## config.mk

```make
export PLATFORM = sky130hd
export DESIGN_NAME = counter_seq_ctrl
export DESIGN_NICKNAME = d
export VERILOG_FILES = /design/src/rtl/counter_pkg.sv /design/src/rtl/counter_seq_ctrl.sv
export SDC_FILE = /design/constraint.sdc
export NUM_CORES = 1
export LEC_CHECK = 0
export ABC_AREA = 1
export BUFFER_PORTS_ARGS = -buffer_cell sky130_fd_sc_hd__buf_2
export CORE_UTILIZATION = 45
export DETAILED_ROUTE_END_ITERATION = 7
export PLACE_DENSITY = 0.76
export SETUP_SLACK_MARGIN = 0.3
export SLEW_MARGIN = 20
export SYNTH_ARGS = -nofsm -noshare
export SYNTH_HDL_FRONTEND = slang
export SYNTH_SLANG_ARGS = --single-unit
```

## constraint.sdc

```tcl
create_clock -name clk -period 3.1 [get_ports clk]
set_input_delay 0.465 -clock clk [delete_from_list [all_inputs] [get_ports clk]]
set_output_delay 0.465 -clock clk [all_outputs]
set_load 0.005 [all_outputs]
```

## src/rtl/counter_pkg.sv

```systemverilog
// Shared types for the counter command sequencer: default width, command opcodes
// and controller states.
package counter_pkg;

    localparam int CNT_W = 8;

    typedef enum logic [1:0] {
        OP_LOAD = 2'd0,
        OP_UP   = 2'd1,
        OP_DOWN = 2'd2,
        OP_GOTO = 2'd3
    } cmd_op_e;

    typedef enum logic [1:0] {
        ST_IDLE,
        ST_LOAD,
        ST_RUN,
        ST_WAIT
    } ctrl_state_e;

endpackage

```

## src/rtl/counter_seq_ctrl.sv

```systemverilog
// Command sequencer for an external loadable up/down counter: turns LOAD/UP/DOWN/GOTO
// commands into ld_en/en/updwn pulses and reports the settled count on completion.
module counter_seq_ctrl
    import counter_pkg::*;
#(
    parameter int W = CNT_W
) (
    input  logic         clk,
    input  logic         rst_n,
    input  logic         cmd_valid,
    output logic         cmd_ready,
    input  logic [1:0]   cmd_op,
    input  logic [W-1:0] cmd_arg,
    input  logic         abort,
    output logic         ld_en,
    output logic         updwn,
    output logic         en,
    output logic [W-1:0] datain,
    input  logic [W-1:0] dataout,
    output logic         done,
    output logic         aborted,
    output logic [W-1:0] result,
    output logic         busy
);

    ctrl_state_e  state, state_d;
    logic [W-1:0] remaining, remaining_d;
    logic         abort_pend, abort_pend_d;
    logic         ld_en_d, en_d, updwn_d, done_d, aborted_d, busy_d, cmd_ready_d;
    logic [W-1:0] datain_d, result_d;
    cmd_op_e      op;

    assign op = cmd_op_e'(cmd_op);

    always_comb begin
        // NOTE: every *_d gets a default before the case so no path leaves a latch.
        state_d      = state;
        remaining_d  = remaining;
        abort_pend_d = abort_pend;
        ld_en_d      = 1'b0;
        en_d         = 1'b0;
        updwn_d      = updwn;
        datain_d     = datain;
        done_d       = 1'b0;
        aborted_d    = 1'b0;
        result_d     = result;

        unique case (state)
            ST_IDLE: begin
                if (cmd_valid && cmd_ready) begin
                    abort_pend_d = 1'b0;
                    unique case (op)
                        OP_LOAD: begin
                            ld_en_d  = 1'b1;
                            datain_d = cmd_arg;
                            state_d  = ST_LOAD;
                        end
                        OP_UP, OP_DOWN: begin
                            updwn_d     = (op == OP_UP);
                            remaining_d = cmd_arg;
                            en_d        = (cmd_arg != '0);
                            state_d     = (cmd_arg != '0) ? ST_RUN : ST_WAIT;
                        end
                        OP_GOTO: begin
                            // Direction chosen from the unsigned distance, so GOTO never wraps.
                            updwn_d     = (cmd_arg > dataout);
                            remaining_d = (cmd_arg > dataout) ? cmd_arg - dataout
                                                              : dataout - cmd_arg;
                            en_d        = (cmd_arg != dataout);
                            state_d     = (cmd_arg != dataout) ? ST_RUN : ST_WAIT;
                        end
                    endcase
                end
            end
            ST_RUN: begin
                // The step for this cycle is already registered; the last step wins over abort.
                if (remaining == W'(1)) begin
                    state_d = ST_WAIT;
                end else if (abort) begin
                    abort_pend_d = 1'b1;
                    state_d      = ST_WAIT;
                end else begin
                    remaining_d = remaining - W'(1);
                    en_d        = 1'b1;
                end
            end
            ST_LOAD: state_d = ST_WAIT;
            ST_WAIT: begin
                result_d  = dataout;
                done_d    = 1'b1;
                aborted_d = abort_pend;
                state_d   = ST_IDLE;
            end
        endcase

        busy_d      = (state_d != ST_IDLE);
        cmd_ready_d = (state_d == ST_IDLE);
    end

    always_ff @(posedge clk or negedge rst_n) begin
        if (!rst_n) begin
            state      <= ST_IDLE;
            remaining  <= '0;
            abort_pend <= 1'b0;
            ld_en      <= 1'b0;
            en         <= 1'b0;
            updwn      <= 1'b0;
            datain     <= '0;
            done       <= 1'b0;
            aborted    <= 1'b0;
            result     <= '0;
            busy       <= 1'b0;
            cmd_ready  <= 1'b0;
        end else begin
            // NOTE: non-blocking throughout so every register samples pre-edge values.
            state      <= state_d;
            remaining  <= remaining_d;
            abort_pend <= abort_pend_d;
            ld_en      <= ld_en_d;
            en         <= en_d;
            updwn      <= updwn_d;
            datain     <= datain_d;
            done       <= done_d;
            aborted    <= aborted_d;
            result     <= result_d;
            busy       <= busy_d;
            cmd_ready  <= cmd_ready_d;
        end
    end

endmodule

```

Yosys cells after proc, flatten, opt, wreduce, memory -nomap -nowiden:

Cells that the tools add are included.
W data, S select, Z words.

* register bits after elaboration: 34
* output and inout bits: 23

* add/subtract/negate cells: 3
* order comparisons: 1
* equal/unequal tests: 13
* mux-type cells: 28
* reductions and logical operators: 13

Operator list (count)
* $mux W8: 4
* $pmux W8 S2: 2
* $sub A8 B8 Y8: 2
* $mux W1: 13
* $eq A2 B2 Y1 const B: 4
* $eq A8 B1 Y1 const B: 1
* $gt A8 B8 Y1: 1
* $ne A2 B2 Y1 const B: 4
* $ne A8 B8 Y1: 1
* $pmux W1 S2: 4
* $pmux W2 S4: 1
* $reduce_bool A8 Y1: 1
* $sub A8 B1 Y8 const B: 1
* $logic_not A2 Y1: 3
* $mux W2: 3
* $pmux W2 S3: 1
* $reduce_and A3 Y1: 2
* $reduce_bool A2 Y1: 3
* $reduce_and A5 Y1: 1
* $eq A2 B1 Y1 const B: 2
* $reduce_and A4 Y1: 1
* $ne A3 B1 Y1 const B: 1
* $reduce_or A2 Y1: 1
* $logic_and A1 B1 Y1: 1

Depth between registers and ports, before layout:

Gate-level depths: netlist of the first run.

* depth in word-level cells: 6
* depth in mapped cells: 15

Worst setup path before layout of the first run:

Ideal clock, no wire load.

* path kind: input to register
* start: input port cmd_arg[0]
* end: register remaining[6]
* data arrival time: 1.852 ns
* data required time: 2.983 ns
* slack: 1.132 ns
* stages on the path: 13
* buffers on the path: 0
* cell sequence: inv_1 -> ha_1 -> fa_1 -> inv_1 -> nand2_1 -> nand2_1 -> nand3_2 -> a21oi_2 -> nand3_1 -> nand3_1 -> nand2_1 -> nand2_1 -> nand2_1

* longest elaborated chain between the ends: 5

Ends and longest elaborated chain
* start: declaration: line counter_seq_ctrl.sv:13 `input logic [W-1:0] cmd_arg,`
* $sub A8 B8 Y8 (tied with other cells): line counter_seq_ctrl.sv:68 `: dataout - cmd_arg;`
* $mux W8 (*): line counter_seq_ctrl.sv:67 `remaining_d = (cmd_arg > dataout) ? cmd_arg - dataout`
* $pmux W8 S2 (*): line counter_seq_ctrl.sv:52 `unique case (op)`
* $mux W8 (*): line counter_seq_ctrl.sv:50 `if (cmd_valid && cmd_ready) begin`
* $pmux W8 S2 (*): line counter_seq_ctrl.sv:48 `unique case (state)`
* end signal: assignment: line counter_seq_ctrl.sv:117 `remaining <= remaining_d;`
* end: declaration: line counter_seq_ctrl.sv:27 `logic [W-1:0] remaining, remaining_d;`

Every way passes the cells marked *; elsewhere a longest branch is shown, timed or not. The select of a mux whose other input is x is not followed.
A chain may end at the register's enable or synchronous reset.

Worst setup path after layout of the first run:

* start: input port cmd_arg[0]
* end: register remaining[5]

The elaborated chain is that of the path after synthesis.

==> run summary, run 1 <==
Counting flops and latches in the post-synthesis netlist gives 34. The number of clock buffers added by TritonCTS is 5. The tightest min-delay check is of the primary input to async pin type. The final clock period utilization by the worst path was 0.677; the instance area after placement was 0.00288 mm^2. Counting distinct cell types in the post-synthesis netlist gives 33.

The slowest stage of the critical path is the sky130_fd_sc_hd__fa_1 cell. The max-cap violation count is 0. The remaining max-slew budget at the tightest pin came out at 0.488. The maximum fanout along the worst path was 5; the initial detailed-routing violation count was 120. Dividing the detail-routed via count by the number of cells gives 4.96.

Detailed placement finished with a half-perimeter wire length of 4890 um. The port buffer count was 44. The fraction of final layout cells with drive strength greater than 1 works out to 0.174. At the worst endpoint, the arrival time is 2.28 ns.

The depth of the worst register-to-register path works out to 9. After global routing the overflow that remains totals 0. The die boundary height is 78.1 um, and the total negative slack is 0 ns. The final count of hold timing violations came out at 0. The smallest clock period supported by the final layout is computed as 2.10 ns. The most frequent cell on the critical path was sky130_fd_sc_hd__nand2_1.

The first TritonRoute pass finished after 4 iterations. After detailed routing, the number of remaining DRC violations is 0. Setup violations remaining at the end of the flow were counted as 0. The count of buffering cells on the critical path with inverters included is 3. The tools report the worst-case clock buffer depth as 2.

In this run the horizontal extent of the chip is 78.1 um. For this block, the via count after detailed routing is 2405. The detail route stage leaves a number of antenna-violating nets equal to 0. The run finished with clean final reports. The routability-driven placement congestion ratio came out at 0.892.

The logs give 35 for the maximum number of pins on one net before global-route repair and 0 for the initial antenna violation count. The core region is 0.00554 mm^2. From synthesis to final layout, the design area changed by 16.0%. The signal on the critical path passes through buf_2 > inv_1 > ha_1 > fa_1 > inv_1 > nand2_1 > nand2_1 > nand3_2 > a21oi_2 > nand3_1 > nand3_1 > nand2_1 > nand2_1 > nand2_1. For the achievable frequency, the log shows 477 MHz.

The routed design has 6260 um of wire. The critical register-to-register path endpoint is remaining[6]$_DFFE_PN0P_. In this run the register-to-register setup slack is 1.15 ns. In the layout the commonest cells are sky130_fd_sc_hd__nand2_1, sky130_fd_sc_hd__inv_1, sky130_fd_sc_hd__buf_2.

The power density over the cells is 805 mW/mm^2, and the post-route standard cell area excluding fillers is 0.00302 mm^2. The total leakage power was 1.67 nW. The cell sitting at the root of the clock tree is a sky130_fd_sc_hd__clkbuf_8. The cell family contributing the most delay on the critical path is simple AND/OR/NAND/NOR gates. In this run the post-CTS setup repair buffer count came out at 0. The logs give 0 for the count of pins over their slew limit and 0.00260 mm^2 for the post-synth design cell area.

The gate count of the mapped netlist was 367. 0 antenna diodes ended up in the layout. The H-tree was split into 2 levels. Setup repair after global routing left no endpoint under its margin.

TritonCTS built the clock tree. In the final routed layout, each cell accounts on average for 12.9 um. The clock drives 34 sinks. For the pin with the worst max-slew slack, the measured transition is 0.768 ns. The mean cell area of the mapped netlist was 7.09 um^2. The tools report the effective utilization at floorplan as 0.470. The data required time at the worst endpoint is 3.28 ns. In this design, the stage delay of the slowest critical-path cell is 0.37 ns.

The classification of the worst setup path is primary input to flip-flop. The portion of the post-synthesis area used by sequential elements came out at 0.327. Across the VDD grid, the largest voltage drop is 0.377 mV. The floorplan step defined a die boundary enclosing 0.00609 mm^2.

After clock tree synthesis, the clock-pin slew on the worst setup and hold paths is 0.08 ns. For this run, the number of Yosys warnings is 0. The logs give 10600 um for the first-pass GRT wire length and 0.00927 ns for the worst clock skew. The kind of start point of the critical path is a primary input. The source of the worst register-to-register timing path is state[0]$_DFF_PN0_. The logs give 2297 for the number of global-route vias before repair and 460 for the number of nets in the layout.

Top-level port count: 45. The worst setup path is captured at a flip-flop. At the later pin of the worst-skew pair, clock insertion delay measures 0.29 ns. The hold-fix buffer count after cts came out at 0. The run gives 0.222 as the global router's overall resource usage. The most common cell after layout, fill and taps aside was sky130_fd_sc_hd__nand2_1. The initialized floorplan defines 27 standard-cell rows.

The number of nets in the synthesized netlist is 415. The number of gates resized after CTS was 0.
==> cell usage after synthesis (all sizes together) <==
cell type    n  area [um^2]
a21oi       40          211
a221oi       1         8.76
a22oi        1         7.51
buf          4         31.3
clkbuf       4         15.0
dfrtp       34          851
fa           2         40.0
ha          24          300
inv         60          225
mux2         2         22.5
nand2      103          399
nand3       28          150
nand4        5         31.3
nor2        35          149
nor3         3         15.0
nor3b        1         7.51
o21ai        7         35.0
o21bai       1         7.51
o31ai        2         15.0
or2          3         18.8
xnor2        1         8.76
xor2         6         52.6
==> kinds of logic (layout without fill, tap and decap cells) <==
logic type,count (synthesis),after routing,share of synthesized area
buffers and inverters,68,114,0.104
and+or+nand+nor,178,178,0.296
DFF,34,34,0.327
AOI/OAI and AO/OA,52,52,0.110
xor gates and xnor gates,7,7,0.0236
adders and majority gates,26,26,0.131
muxes,2,2,0.00865
==> routing by layer <==
metal | track usage | vias up | wire (um)
met4 | 0.0778 | 0 | 167
met3 | 0.0372 | 14 | 221
met5 | 0 | - | 0
met1 | 0.294 | 1094 | 2910
li1 | - | 1243 | -
met2 | 0.368 | 54 | 2960
==> worst max path at each step <==
| stage | from | to | slack [ns] | depth (start not counted) |
|---|---|---|---|---|
| 4_1_cts | cmd_arg[0] | remaining[5]$_DFFE_PN0P_ | 1.00 | 14 |
| 3_3_place_gp | cmd_arg[0] | remaining[5]$_DFFE_PN0P_ | 0.74 | 14 |
| 2_1_floorplan | cmd_arg[0] | remaining[6]$_DFFE_PN0P_ | 1.13 | 13 |
| 3_5_place_dp | cmd_arg[0] | remaining[5]$_DFFE_PN0P_ | 0.70 | 14 |
| 6_report | cmd_arg[0] | remaining[5]$_DFFE_PN0P_ | 1.00 | 14 |
| 5_1_grt | cmd_arg[0] | remaining[5]$_DFFE_PN0P_ | 0.86 | 14 |
==> area by class of cell <==
class / count / area [um^2]
flip-flops and latches: 34 / 851
inverters: 60 / 225
clock buffers: 5 / 68.8
multi-input cells: 265 / 1480
clock inverters: 3 / 68.8
fillers: 544 / 2520
well taps: 72 / 90.1
repair buffers: 46 / 235
==> where the power goes <==
group          internal [mW]  switching, mW  total [mW]
Clock                  0.322          0.176       0.499
Sequential             0.657          0.126       0.783
Combinational          0.450          0.697        1.15
==> stage by stage <==
| step | hold WS [ns] | total power [mW] | utilization | cells | setup WS [ns] |
|---|---|---|---|---|---|
| final | 0.244 | 2.43 | 0.545 | 485 | 1.00 |
| after global routing | 0.325 | 2.66 | 0.545 | 485 | 0.865 |
| after CTS | 0.279 | 2.45 | 0.545 | 485 | 1.00 |
| after detailed placement | 0.466 | 1.93 | 0.520 | 477 | 0.698 |
| after global placement | 0.464 | 1.90 | 0.520 | 477 | 0.736 |
| after floorplan | 0.169 | 1.59 | - | 367 | 1.13 |
==> registers in the layout, indices dropped and copies added, names as in the netlist <==
name / flops
abort_pend: 1
result: 8
aborted: 1
state: 2
cmd_ready: 1
updwn: 1
busy: 1
ld_en: 1
remaining: 8
done: 1
en: 1
datain: 8
No activity file was read; power rests on OpenSTA's default activity.
==> inputs of run 2 (changes only) <==
PLACE_DENSITY = 0.79   (was 0.76)
clock period = 1.7 ns   (was 3.1 ns; I/O delays follow)
==> run 2 against run 1 <==
  * Sequential share of layout area decreased by 5.4 points
  * Worst hold slack got worse by 0.20 ns
  * Non-clock buffer count increased by 51
  * Flip-flop and latch count stayed put
  * Critical path depth unchanged
  * Critical endpoint is now remaining[6]$_DFFE_PN0P_
  * Largest power group unchanged
  * Highest routed layer unchanged
==> run summary, run 2 (synthesis results as in run 1) <==
The run finished with clean final reports. Number of nets in the layout: 513 (+12%). Count of pins over their slew limit: 0 (unchanged). The worst-case clock buffer depth was 2 (unchanged); the data required time at the worst endpoint was 1.88 ns (-1.40 ns).

In the layout the commonest cells are sky130_fd_sc_hd__nand2_1, sky130_fd_sc_hd__buf_4, sky130_fd_sc_hd__inv_1. The die boundary height came out at 78.1 um (unchanged). The number of global-route vias before repair was 2667 (+16%); the effective utilization at floorplan was 0.470 (unchanged).

Among the stages of the critical path, the cell type that occurs most often is sky130_fd_sc_hd__nand2_1. The critical path is of the primary input to flip-flop type. TritonCTS built the clock tree.

The tools report the total negative slack as 0 ns (unchanged). The run gives 27 (unchanged) as the row count. CTS placed an instance of sky130_fd_sc_hd__clkbuf_8 at the clock tree root. The fraction of final layout cells with drive strength greater than 1 was 0.391 (+0.216); the maximum number of pins on one net before global-route repair was 35 (unchanged).

The arrival time reported for the critical path endpoint is 1.72 ns (-0.56 ns). The nature of the critical path endpoint was a flip-flop. The run gives 1.93 nW (+16%) as the total leakage power. The register clock-pin slew on the reported worst setup and hold paths is 0.07 ns (about the same). Post-route DRC violation count: 0 (unchanged). The number of levels the H-tree was split into is 2 (unchanged), and the critical path's largest stage delay is 0.34 ns (-0.03 ns). The via-per-instance ratio is 5.10 (+2.9%), and the depth of the worst register-to-register path is 9 (unchanged). The run gives 0 (unchanged) as the residual antenna-violating net count after detailed routing. Subtracting the final worst setup slack from the clock period gives 1.54 ns. Leaving out fill and tap cells, the most frequent cell in the layout is sky130_fd_sc_hd__nand2_1. STA classifies the critical path startpoint as a primary input. The number of sinks driven by the clock tree was 34 (unchanged). The placed wire-length estimate after detailed placement was 5280 um (+7.9%); the initial detailed-routing violation count was 161 (+34%). The slew at the pin closest to its max-slew limit works out to 0.797 ns (+0.0291 ns). The logs give 0.00827 ns (-0.000995 ns) for the worst clock skew and 0 (unchanged) for the initial antenna violation count. The logs give 45 (unchanged) for the top-level port count and 7440 um (+19%) for the total routed wirelength. The final count of hold timing violations came out at 0 (unchanged). The run gives 2744 (+14%) as the number of vias after detailed routing.

The run gives 0.29 ns (about the same) as the clock latency on the worst-skew pair. For this run, the top clock speed supported by timing is 651 MHz. The post-detailed-route wirelength per cell works out to 13.8 um (+7.1%). For this design, the slowest cell found on the critical path is sky130_fd_sc_hd__fa_2. The number of clock buffers inserted by TritonCTS was 5 (unchanged). In the final layout, the registers with the most flip-flops are datain (8), remaining (8), result (8).

The maximum fanout along the worst path works out to 5 (unchanged). The worst hold path belongs to the class primary input to async pin. The remaining max-slew budget at the tightest pin was 0.469 (-0.0194); the sum of internal, switching and leakage power was 5.08 mW (+110%). For the maximum vdd ir drop, the log shows 1.46 mV (+290%). The max-cap violation count is 0 (unchanged), and the port buffer count is 44 (unchanged). Setup repair after global routing could not meet its margin everywhere. For the number of diodes added for antenna fixing, the log shows 0 (unchanged). For the detailed-router iteration count before antenna repair, the log shows 4 (unchanged). The placeable core area came out at 0.00554 mm^2 (unchanged). The power density over the cells is 1360 mW/mm^2 (+69%), and the routability-driven placement congestion ratio is 0.978 (+9.5%). The width of the chip came out at 78.1 um (unchanged). The first-pass GRT wire length came out at 12000 um (+14%).

Traced cell by cell, the critical path runs through buf_12 > inv_12 > ha_4 > fa_2 > inv_2 > nand2_4 > nand2_4 > nand3_4 > a21oi_4 > nand3_1 > nand3_1 > nand2_1 > nand2_1 > nand2_1. The run gives 0.00609 mm^2 (unchanged) as the area of the die. The logs give 0.254 (+0.0312) for the global router's overall resource usage and 0 (unchanged) for the global route total overflow. The final clock period utilization by the worst path is 0.903, and the area growth from synthesis to final layout is 43.8%.

The number of filler cells placed in the layout was 449 (-17%); the final setup violation count was 0 (unchanged).
[run 2: cell types whose count changed in the layout (fill, tap and decap cells not counted), sizes merged]
cell and delta:
bufinv -2, clkinvlp +1, nand3 +1, nand2 +1, clkbuf +1, buf +51
[run 2: where the power goes]
part | internal, mW | leakage [nW] | switching, mW
Combinational | 1.34 | 1.47 | 1.66
Clock | 0.326 | 0.0472 | 0.312
Sequential | 1.20 | 0.408 | 0.248
[run 2: metrics by stage]
step | cells | setup slack, ns | hold WS [ns] | instance area [um^2] | utilization
finish | 538 | 0.165 | 0.0473 | 3740 | 0.675
global placement | 509 | -0.173 | 0.358 | 3260 | 0.589
global route | 538 | 0.0707 | 0.114 | 3740 | 0.675
CTS | 530 | 0.194 | 0.0657 | 3570 | 0.644
floorplan | 367 | 0.0894 | -0.0406 | 2750 | -
detailed placement | 509 | -0.235 | 0.377 | 3260 | 0.589
[run 2: path summary, 6_finish.rpt]
path	from	slack [ns]	endpoint
setup / recovery	cmd_arg[0]	0.16	remaining[6]$_DFFE_PN0P_
hold / removal	rst_n	0.05	result[6]$_DFFE_PN0P_
setup reg to reg	state[0]$_DFF_PN0_	0.17	busy$_DFF_PN0_
hold reg to reg	abort_pend$_DFFE_PN0P_	0.48	aborted$_DFF_PN0_
max in group asynchronous	rst_n	1.09	remaining[2]$_DFFE_PN0P_
min in group clk	abort	0.21	en$_DFF_PN0_
[run 2: final cells by class]
cell class | instances | area (um^2) | area share
Inverter | 60 | 243 | 0.0649
Timing Repair Buffer | 97 | 663 | 0.177
Multi-Input combinational cell | 267 | 1800 | 0.481
Clock buffer | 6 | 82.6 | 0.0221
Sequential cell | 34 | 852 | 0.228
Tap cell | 72 | 90.1 | 0.0241
Clock inverter | 2 | 12.5 | 0.00334
[run 2: layer usage]
layer,wire [um],vias up,track usage
met4,173,0,0.100
met3,498,17,0.0442
met5,0,-,0
met2,3620,105,0.431
met1,3140,1268,0.319
li1,-,1354,-
[run 2: worst max-delay path: cells and delay by family]
family / cells / cell delay [ns]
AO/OA/AOI/OAI: 1 / 0.22
adder cells (fa/ha/maj): 2 / 0.49
buffers and inverters: 3 / 0.20
AND/OR/NAND/NOR: 8 / 0.56
[run 2: timing repair]
item / CTS / global route
gates cloned: 2 / 0
pin swaps: 20 / 25
hold buffers: 0 / 0
resized for setup: 29 / 34
setup endpoints to repair: 27 / 21
buffers inserted: 11 / 8
hold endpoints to repair: 0 / 0
==> inputs of run 3 (changes only) <==
ABC_AREA = unset   (was 1)
SKIP_LAST_GASP = 1   (was unset)
==> run 3 against run 2 <==
  * The flow now finishes with violations (negative setup slack)
  * Highest routed layer unchanged
  * Utilization grew 9.5 points
  * First-iteration DRC count grew 91%
  * Global-route usage grew 8.0 points
  * Non-clock buffer count grew 40
==> run summary, run 3 <==
For the final count of hold timing violations, the log shows 0 (unchanged). The library cell used most frequently in the layout, excluding fill and tap cells, is sky130_fd_sc_hd__buf_4. The clock latency on the worst-skew pair was 0.30 ns (about the same). sky130_fd_sc_hd__dfrtp_1 takes more of the synthesized area than any other cell. The worst setup path is launched from a primary input.

The synthesized-area fraction occupied by xor and xnor cells was 0.0215 (-0.00211). The tools report the utilization after layout as 0.770 (+0.0947). For the worst-case clock buffer depth, the log shows 2 (unchanged). The startpoint identified for the worst hold timing path is dataout[7]. The tools report the residual antenna-violating net count after detailed routing as 0 (unchanged). The initial antenna violation count was 0 (unchanged). In the layout the commonest cells are sky130_fd_sc_hd__buf_4, sky130_fd_sc_hd__buf_2, sky130_fd_sc_hd__dfrtp_1. The tools report the maximum vdd ir drop as 1.14 mV (-22%).

The number of enable flip-flop cells after synthesis was 0 (unchanged). The layer flagged by global routing as most heavily used is met2. The die boundary height came out at 75.8 um (-2.9%). Final critical-path setup slack: -0.370 ns (-0.535 ns).

The logs give 0.380 (+0.0608) for the met1 layer usage reported by global route and 0 (unchanged) for the post-route DRC violation count. From synthesis to final layout, the design area changed by 62.6%. The max-cap violation count came out at 0 (unchanged). The run gives 5450 um (+3.3%) as the placed wire-length estimate after detailed placement. The cell with the most instances after synthesis was sky130_fd_sc_hd__dfrtp_1.

The top-level port count is 45 (unchanged). The number of filler cells placed in the layout was 269 (-40%); the post-synthesis compound-gate area fraction was 0.192 (+0.0824). The slew at the pin closest to its max-slew limit came out at 0.581 ns (-0.216 ns). Post-synthesis simple-gate area fraction: 0.157 (-0.139).

For the number of global-route vias before repair, the log shows 2689 (+0.82%). The number of vias after detailed routing was 2873 (+4.7%). The data required time at the worst endpoint was 1.89 ns (about the same). The number of diodes added for antenna fixing was 0 (unchanged); the number of levels the H-tree was split into was 2 (unchanged). The maximum fanout along the worst path is 3 (-2), and the register clock-pin slew on the reported worst setup and hold paths is 0.08 ns (about the same). The commonest cells after synthesis are sky130_fd_sc_hd__dfrtp_1, sky130_fd_sc_hd__inv_1, sky130_fd_sc_hd__nand2_1. The via-per-instance ratio is 6.11 (+20%), and the share of synthesized area spent on multiplexers is 0.0695 (+0.0608).

The tools report the first-pass GRT wire length as 13800 um (+14%). The share of synthesized registers carrying an async set or reset is 1.00 (unchanged), and the row count is 26 (-3.7%). The tools report the remaining max-slew budget at the tightest pin as 0.609 (+0.140). Classification of the worst setup path: primary input to flip-flop.

The detailed-router iteration count before antenna repair was 5 (+1); the number of nets in the layout was 447 (-13%). Post-detailed-route wirelength per cell: 21.7 um (+57%). In the final layout, the registers with the most flip-flops are datain (8), remaining (8), result (8).

The depth of the worst register-to-register path is 6 (-3), and the count of pins over their slew limit is 0 (unchanged). The global router's overall resource usage is 0.334 (+0.0801), and the final setup violation count is 13 (+13). The total leakage power was 1.93 nW (+0.42%); the total routed wirelength was 10200 um (+37%). TritonCTS built the clock tree. The fraction of final layout cells with drive strength greater than 1 was 0.563 (+0.172); the area of combinational cells with multiple inputs was 0.00177 mm^2 (-1.7%).

The time the worst path needs with I/O delays and setup is 2.07 ns (+0.535 ns), and the area of the die is 0.00574 mm^2 (-5.7%). By area the synthesized netlist is led by sky130_fd_sc_hd__dfrtp_1, sky130_fd_sc_hd__ha_1, sky130_fd_sc_hd__inv_1. The width of the chip works out to 75.8 um (-2.9%). The final clock period utilization by the worst path was 1.22 (+0.315); the arrival time reported for the critical path endpoint was 2.26 ns (+0.54 ns).

The pre-CTS setup slack was -0.708 ns (-0.474 ns). The prevailing post-synth register cell was sky130_fd_sc_hd__dfrtp_1. The fraction of the mapped netlist area in adder cells came out at 0.139 (+0.00815). Setup repair after global routing could not meet its margin everywhere. The flow ran to the end, but the final reports show violations. The routability-driven placement congestion ratio is 0.971 (-0.64%), and the initial detailed-routing violation count is 308 (+91%). For the number of sinks driven by the clock tree, the log shows 34 (unchanged). Along the worst hold path, the cell count comes to 2. The effective utilization at floorplan is 0.474 (+0.00390). The final reports fail on negative setup slack. The achievable frequency came out at 483 MHz (-26%).

The run gives 0.00517 mm^2 (-6.6%) as the placeable core area. Mean cell area of the mapped netlist: 9.35 um^2 (+32%). The power density over the cells works out to 1400 mW/mm^2 (+3.3%). The number of clock buffers inserted by TritonCTS is 5 (unchanged). Proportion of netlist area held by the largest area contributor: 0.347 (+0.0204).

The combined flip-flop and latch cell area is 852 um^2 (unchanged). For the met3 routing resource usage after global routing, the log shows 0.0939 (+0.0497). The total nets after synthesis came out at 310 (-25%). The portion of the post-synthesis area used by sequential elements came out at 0.347 (+0.0204). The clock tree root buffer cell is sky130_fd_sc_hd__clkbuf_8. The run gives 55 (+67%) as the count of distinct cell types in the synthesized netlist. The tools report the nature of the critical path endpoint as a flip-flop. For the post-synth design cell area, the log shows 0.00245 mm^2 (-5.9%). Number of warnings printed during yosys synthesis: 0 (unchanged).

The port buffer count is 44 (unchanged), and the register bit total from synthesis is 34 (unchanged). In this run the worst setup path begins at cmd_arg[0]. The worst clock skew is 0.00921 ns (+0.000934 ns).

By area, the combinational part of the netlist is dominated by compound AO/OA/AOI/OAI gates. The global route total overflow is 0 (unchanged), and the gate count of the mapped netlist is 262 (-29%). The maximum number of pins on one net before global-route repair was 35 (unchanged). Source of the worst register-to-register timing path: remaining[4]$_DFFE_PN0P_.

The path class of the lowest-slack min-delay path is primary input to flip-flop. The global-route met2 utilization was 0.553 (+0.122).
run 3: changes by cell type after synthesis, sizes merged, moves of 4 or more:
cell / change
nand2: -76
inv: -32
nand3: -26
a21oi: -19
nor2: -19
o21ai: +13
mux2i: +8
mux2: +6
a21o: +5
nand2b: +5
nor2b: +5
xor2: -4
run 3: timing repair:
action | 4_1_cts | 5_1_grt
hold endpoints to repair | 28 | 0
setup endpoints to repair | 30 | 22
gates resized for setup | 44 | 52
buffers inserted | 16 | 6
hold buffers | 1 | 0
gates cloned | 1 | 1
pin swaps | 19 | 16
run 3: final timing paths:
check	slack, ns	end
worst min-delay path	0.19	result[7]$_DFFE_PN0P_
worst min register to register	0.48	datain[7]$_DFFE_PN0P_
worst max register to register	-0.37	remaining[6]$_DFFE_PN0P_
worst max-delay path	-0.37	remaining[1]$_DFFE_PN0P_
max in group asynchronous	0.85	state[1]$_DFF_PN0_
min in group asynchronous	0.52	state[0]$_DFF_PN0_
run 3: area by class of cell:
type	count	area share
repair buffers	137	0.254
well taps	70	0.0220
inverters	28	0.0314
clock inverters	3	0.0173
flip-flops and latches	34	0.214
clock buffers	5	0.0173
multi-input cells	193	0.444
run 3: metrics by stage:
stage / area [um^2] / hold slack (ns) / power [mW] / TNS, ns / cells
6_report: 3980 / 0.194 / 5.59 / -3.16 / 470
5_1_grt: 3980 / 0.198 / 5.81 / -3.86 / 470
4_1_cts: 3770 / 0.193 / 5.12 / -2.48 / 463
3_5_place_dp: 3290 / 0.311 / 3.72 / -6.41 / 437
3_3_place_gp: 3290 / 0.306 / 3.59 / -5.37 / 437
2_1_floorplan: 2550 / -0.0406 / 2.74 / -2.66 / 262
run 3: metal layers:
metal,part of all wire,wire length [um],vias to the layer above
met3,0.10,1030,92
met1,0.35,3530,1363
li1,-,-,1198
met2,0.47,4820,220
met5,0,0,-
met4,0.079,806,0
run 3: where the power goes:
group	total [mW]	internal (mW)	switching [mW]
logic	3.28	1.63	1.65
registers	1.37	1.14	0.235
clock network	0.935	0.588	0.348
run 3: kinds of logic (layout without fill, tap and decap cells):
family | count (synthesis) | in the layout
AO/OA/AOI/OAI | 69 | 69
XOR/XNOR | 6 | 6
adder cells (fa/ha/maj) | 26 | 26
buffers and inverters | 36 | 173
multiplexers | 16 | 16
flip-flops | 34 | 34
AND/OR/NAND/NOR | 75 | 76
run 3: worst max-delay path: stages:
cell                       delay [ns]
sky130_fd_sc_hd__buf_12          0.09
sky130_fd_sc_hd__inv_12          0.03
sky130_fd_sc_hd__ha_4            0.15
sky130_fd_sc_hd__fa_2            0.37
sky130_fd_sc_hd__nand2b_4        0.18
sky130_fd_sc_hd__a21oi_4         0.13
sky130_fd_sc_hd__a41oi_2         0.15
sky130_fd_sc_hd__nor2_4          0.16
sky130_fd_sc_hd__buf_6           0.14
sky130_fd_sc_hd__mux2i_1         0.10
sky130_fd_sc_hd__a211o_1         0.28
sky130_fd_sc_hd__a22o_1          0.22
